File: config.mk
export PLATFORM = sky130hd
export DESIGN_NAME = run_ctrl_flat
export DESIGN_NICKNAME = d
export VERILOG_FILES = /design/src/rtl/run_ctrl_if.sv /design/src/rtl/run_ctrl.sv /design/src/flat_wrapper.sv
export SDC_FILE = /design/constraint.sdc
export NUM_CORES = 1
export LEC_CHECK = 0
export CAP_MARGIN = 15
export CORE_ASPECT_RATIO = 0.5
export CORE_UTILIZATION = 49
export DETAILED_ROUTE_END_ITERATION = 6
export PLACE_DENSITY = 0.79
export SYNTH_ARGS = -nofsm -noshare
export SYNTH_HDL_FRONTEND = slang
export SYNTH_SLANG_ARGS = --single-unit
File: constraint.sdc
create_clock -name clk -period 2.51 [get_ports clk]
set_clock_uncertainty 0.1 [all_clocks]
set_input_delay 0.502 -clock clk [delete_from_list [all_inputs] [get_ports clk]]
set_output_delay 0.502 -clock clk [all_outputs]
set_load 0.02 [all_outputs]
File: src/rtl/run_ctrl_if.sv
// Handshake bundle between the launch bench/decoder side and the run controller.
// The master drives launch/halt requests; the slave (run_ctrl) drives status and PC-load controls.
interface run_ctrl_if #(
   parameter int PC_W  = 10,
   parameter int CNT_W = 16
);
   logic             start;
   logic             halt;
   logic             ack;
   logic             run_en;
   logic             pc_load;
   logic [PC_W-1:0]  pc_load_addr;
   logic [1:0]       prog_idx;
   logic [CNT_W-1:0] cycle_count;
   logic             timeout;

   modport master (
      output start, halt,
      input  ack, run_en, pc_load, pc_load_addr, prog_idx, cycle_count, timeout
   );

   modport slave (
      input  start, halt,
      output ack, run_en, pc_load, pc_load_addr, prog_idx, cycle_count, timeout
   );
endinterface

File: src/rtl/run_ctrl.sv
// Program-launch controller: arms on a Start high-then-low sequence, loads the PC with the
// next program's base, runs until Halt or the cycle limit, then reports completion.
module run_ctrl #(
   parameter int               PC_W    = 10,
   parameter int               CNT_W   = 16,
   parameter logic [PC_W-1:0]  P1_BASE = '0,
   parameter logic [PC_W-1:0]  P2_BASE = 10'h100,
   parameter logic [PC_W-1:0]  P3_BASE = 10'h200,
   parameter logic [CNT_W-1:0] TIMEOUT = 16'hFFF0
) (
   input logic        clk,
   input logic        rst,
   run_ctrl_if.slave  bus
);

   typedef enum logic [2:0] {
      IDLE  = 3'd0,
      ARMED = 3'd1,
      LOAD  = 3'd2,
      RUN   = 3'd3,
      DONE  = 3'd4
   } state_t;

   localparam logic [CNT_W-1:0] CNT_MAX = '1;

   state_t           state;
   logic             ack;
   logic             run_en;
   logic             pc_load;
   logic             timeout;
   logic [1:0]       prog_idx;
   logic [CNT_W-1:0] cycle_count;
   logic [PC_W-1:0]  pc_load_addr;

   logic [1:0]       idx_next;
   logic [CNT_W-1:0] count_inc;
   logic             limit_hit;

   function automatic logic [PC_W-1:0] base_of(input logic [1:0] idx);
      case (idx)
         2'd1:    return P2_BASE;
         2'd2:    return P3_BASE;
         default: return P1_BASE;
      endcase
   endfunction

   assign idx_next  = (prog_idx == 2'd2) ? 2'd0 : prog_idx + 2'd1;
   assign count_inc = (cycle_count == CNT_MAX) ? cycle_count : cycle_count + 1'b1;
   assign limit_hit = (cycle_count == TIMEOUT);

   // Outputs are registered alongside the state so each reflects the state being entered.
   always_ff @(posedge clk or posedge rst) begin
      if (rst) begin
         state        <= IDLE;
         ack          <= 1'b0;
         run_en       <= 1'b0;
         pc_load      <= 1'b0;
         timeout      <= 1'b0;
         prog_idx     <= 2'd0;
         cycle_count  <= '0;
         pc_load_addr <= P1_BASE;
      end else begin
         ack     <= 1'b0;
         run_en  <= 1'b0;
         pc_load <= 1'b0;
         case (state)
            IDLE: begin
               if (bus.start) state <= ARMED;
            end
            ARMED: begin
               if (!bus.start) begin
                  state       <= LOAD;
                  pc_load     <= 1'b1;
                  timeout     <= 1'b0;
                  cycle_count <= '0;
               end
            end
            LOAD: begin
               state  <= RUN;
               run_en <= 1'b1;
            end
            RUN: begin
               // Halt wins over a simultaneous limit hit and still counts its own cycle.
               if (bus.halt) begin
                  state        <= DONE;
                  ack          <= 1'b1;
                  cycle_count  <= count_inc;
                  timeout      <= 1'b0;
                  prog_idx     <= idx_next;
                  pc_load_addr <= base_of(idx_next);
               end else if (limit_hit) begin
                  state        <= DONE;
                  ack          <= 1'b1;
                  timeout      <= 1'b1;
                  prog_idx     <= idx_next;
                  pc_load_addr <= base_of(idx_next);
               end else begin
                  run_en      <= 1'b1;
                  cycle_count <= count_inc;
               end
            end
            DONE: begin
               if (bus.start) state <= ARMED;
               else           ack   <= 1'b1;
            end
            default: state <= IDLE;
         endcase
      end
   end

   assign bus.ack          = ack;
   assign bus.run_en       = run_en;
   assign bus.pc_load      = pc_load;
   assign bus.pc_load_addr = pc_load_addr;
   assign bus.prog_idx     = prog_idx;
   assign bus.cycle_count  = cycle_count;
   assign bus.timeout      = timeout;

endmodule

File: src/flat_wrapper.sv
// flat-port wrapper written by rule: the top's interface ports become plain ports
module run_ctrl_flat 
#(
   parameter int               PC_W    = 10,
   parameter int               CNT_W   = 16,
   parameter logic [PC_W-1:0]  P1_BASE = '0,
   parameter logic [PC_W-1:0]  P2_BASE = 10'h100,
   parameter logic [PC_W-1:0]  P3_BASE = 10'h200,
   parameter logic [CNT_W-1:0] TIMEOUT = 16'hFFF0
)
  (clk, rst, bus_start, bus_halt, bus_ack, bus_run_en, bus_pc_load, bus_pc_load_addr, bus_prog_idx, bus_cycle_count, bus_timeout);
  run_ctrl_if #(.PC_W(PC_W), .CNT_W(CNT_W)) bus_i ();
  input logic clk;
  input logic rst;
  input wire logic [$bits(bus_i.start)-1:0] bus_start;
  input wire logic [$bits(bus_i.halt)-1:0] bus_halt;
  output wire logic [$bits(bus_i.ack)-1:0] bus_ack;
  output wire logic [$bits(bus_i.run_en)-1:0] bus_run_en;
  output wire logic [$bits(bus_i.pc_load)-1:0] bus_pc_load;
  output wire logic [$bits(bus_i.pc_load_addr)-1:0] bus_pc_load_addr;
  output wire logic [$bits(bus_i.prog_idx)-1:0] bus_prog_idx;
  output wire logic [$bits(bus_i.cycle_count)-1:0] bus_cycle_count;
  output wire logic [$bits(bus_i.timeout)-1:0] bus_timeout;
  assign bus_i.start = bus_start;
  assign bus_i.halt = bus_halt;
  assign bus_ack = bus_i.ack;
  assign bus_run_en = bus_i.run_en;
  assign bus_pc_load = bus_i.pc_load;
  assign bus_pc_load_addr = bus_i.pc_load_addr;
  assign bus_prog_idx = bus_i.prog_idx;
  assign bus_cycle_count = bus_i.cycle_count;
  assign bus_timeout = bus_i.timeout;
  run_ctrl #(.PC_W(PC_W), .CNT_W(CNT_W), .P1_BASE(P1_BASE), .P2_BASE(P2_BASE), .P3_BASE(P3_BASE), .TIMEOUT(TIMEOUT)) u_core (.clk(clk), .rst(rst), .bus(bus_i));
endmodule
==> flow_summary.ini <==
[outcome]
outcome = completed

[power_and_ir_drop]
power.leakage_nw = 0.778
total_power_mw = 1.57
peakVddDrop_mv = 0.608
p_per_area_nw_per_um2 = 878

[timing]
hold_viol = 0
min_period_ns = 2.08
fmax_ghz = 0.480
setup_viol = 0
rsz0062_at_grt = false
setup_tns_ns = 0
fin_hold_ws_ns = 0.408
period_share_pct = 83.0
maxSlewViolCount = 0

[route]
first_pass_iters = 5
met3_wirelength_um = 279
route.detailed.drc = 0
routedWlPerCell_um = 14.9
routed.top_layer = met4
route.vias.total = 1296
viasPerCell = 5.86
drtIter0Drc = 173
wl_um = 3300
dr_wl_met2_um = 1520
wl_met1_um = 1480
ant_nets = 0

[critical_path]
crit_buf_inv = 1
worst_path_max_delay_cell = dfrtp_1
critPathRequiredTime_ns = 2.58
path_class = register to register
r2r-start = u_core.bus.cycle_count[0]
r2r_slack_ns = 0.43
critPathMaxFanout = 7
cp_cell_sequence = inv_1 > ha_1 > or3b_4 > nor4_2 > o21ai_1 > mux2_2
end_kind = register
timing.rr.end = u_core.bus.prog_idx[0]
cpPeakStageDelay_ns = 0.46
arrival_ns = 2.16
crit_family = simple AND/OR/NAND/NOR gates
crit_path_start_kind = register
reg2regPathDepth = 6

[grt]
grt.total_usage_pct = 22.7
grt_pass1_wl_um = 5220
overflow = 0
grt_pass1_vias = 1098
antenna_found_initial = 0
grt_max_degree = 26

[synthesis]
yosysWarnings = 0
synth_top_family_by_area = simple AND/OR/NAND/NOR gates
synth-simple-area-share_pct = 21.1
synthMuxAreaShare_pct = 2.84
synth.distinct_cells = 46
synth_area_leader_cell = dfrtp_1
synth_compound_area_share_pct = 21.0
yosys-top-cells-area = dfrtp_1 42%, buf_4 5.0%, o21ai_0 3.7%
yosys.area_share.xor_xnor_pct = 0.585
yosys.area.top_type_share_pct = 41.8
synth-adder-area-share_pct = 1.67
synth_flop_cell = dfrtp_1
async_reset_ff_share_pct = 100
syn-mean-instance-area_um2 = 9.36
ys_ff_latch = 25
ys_seq_area_share_pct = 41.8
synth-edff-count = 0
synth_cells = 160
synth_area_um2 = 1500

[cells_and_area]
mostFrequentLayoutCells = 27 x clkdlybuf4s50_1, 25 x dfrtp_1, 11 x o21ai_0, 11 x inv_1, 11 x nor2_1
final_core_util_pct = 65.1
drive_gt1_share_pct = 9.24
n_antenna_cell = 0
area_delta_synth_final_pct = 19.5
n_fill_cell = 233
nets = 191
final_common_cell = clkdlybuf4s50_1

[die]
rows = 13
initial_utilization_pct = 54.5
die_h_um = 41.1
fp.dieArea_um2 = 3300
core_um2 = 2750
die_w_um = 80.2
ios = 36

[placement]
hpwl_um = 2340
port_buffers = 27
place.gp.congestion = 0.828

[clock_tree]
post_cts_buffers = 0
clk_path_buf_depth = 2
cts_tree = done
clk_latency_ns = 0.28
clockRootBuffer = clkbuf_8
postCtsResizedCells = 0
cts.clk_slew.worst_paths_ns = 0.09
holdBufCountCts = 0
clock_sinks = 25
htree_levels = 1
numCtsBuffers = 3

[hold_path]
holdPathStages = 1
holdCritStartpoint = u_core.bus.cycle_count[14]
hp-class = register to register
holdPathEnd = u_core.bus.cycle_count[14]

[run]
maxCapViolations = 0
-- where the power goes --
part	internal [mW]	switching [mW]	total, mW	leakage, nW
registers	0.487	0.114	0.601	0.337
clock network	0.111	0.137	0.249	0.0255
logic	0.316	0.406	0.722	0.415
-- cells in the mapped netlist (2+ instances only) --
cell type,number
dfrtp_1,25
inv_1,11
nor2_1,11
o21ai_0,11
buf_4,10
nand2_1,10
and3_1,8
a31oi_1,5
nand3_1,5
nand4_1,5
nor3_1,5
a21oi_1,4
a211o_1,3
buf_2,3
a221o_2,2
a22o_1,2
a311oi_1,2
buf_6,2
clkbuf_1,2
ha_1,2
mux2_2,2
mux2i_1,2
nor2b_1,2
nor4_1,2
o22a_1,2
o41ai_1,2
-- worst max-delay path by stage --
stage / from / endpoint / slack [ns] / cells past startpoint
2_1_floorplan: u_core.bus.cycle_count[0] / u_core.bus.cycle_count[15] / 0.53 / 7
3_3_place_gp: bus_halt / u_core.bus.cycle_count[11] / 0.36 / 4
3_5_place_dp: bus_start / u_core.bus.cycle_count[11] / 0.34 / 5
4_1_cts: u_core.bus.cycle_count[0] / u_core.bus.prog_idx[1] / 0.43 / 6
5_1_grt: u_core.bus.cycle_count[0] / u_core.bus.cycle_count[15] / 0.30 / 6
6_report: u_core.bus.cycle_count[0] / u_core.bus.prog_idx[0] / 0.43 / 6
-- layer usage --
layer | GRT usage (%) | up-vias
li1 | - | 620
met1 | 29.9 | 610
met2 | 37.6 | 62
met3 | 6.00 | 4
met4 | 7.59 | 0
met5 | 0 | -
-- state kept, by name, indices dropped and copies added, names as in the netlist --
register	cells
u_core.bus.run_en	1
u_core.bus.prog_idx	2
u_core.bus.pc_load	1
u_core.bus.timeout	1
u_core.bus.cycle_count	16
u_core.bus.ack	1
u_core.state	3
-- per-stage QoR --
stage,cells,cell area [um^2],worst slack (ns)
global placement,217,1740,0.360
detailed placement,217,1740,0.342
CTS,221,1790,0.431
finish,221,1790,0.426
floorplan,167,1520,0.530
global route,221,1790,0.303
-- cell type report --
cell class / instances / area, um^2 / share of cell area (%)
repair buffers: 30 / 293 / 16.4
inverters: 11 / 41.3 / 2.31
clock inverters: 1 / 5.00 / 0.280
well taps: 37 / 46.3 / 2.59
clock buffers: 3 / 41.3 / 2.31
flip-flops and latches: 25 / 626 / 35.0
multi-input cells: 114 / 737 / 41.2
-- cell families (layout without fill, tap and decap cells) --
kind of cell,after synthesis,count (layout)
fa+ha+maj,2,2
buf+inv,28,45
simple gates,56,56
mux,4,4
compound gates,43,43
flops,25,25
xor+xnor,1,1
other cells,1,8
Power figures use the tool's default switching activity.
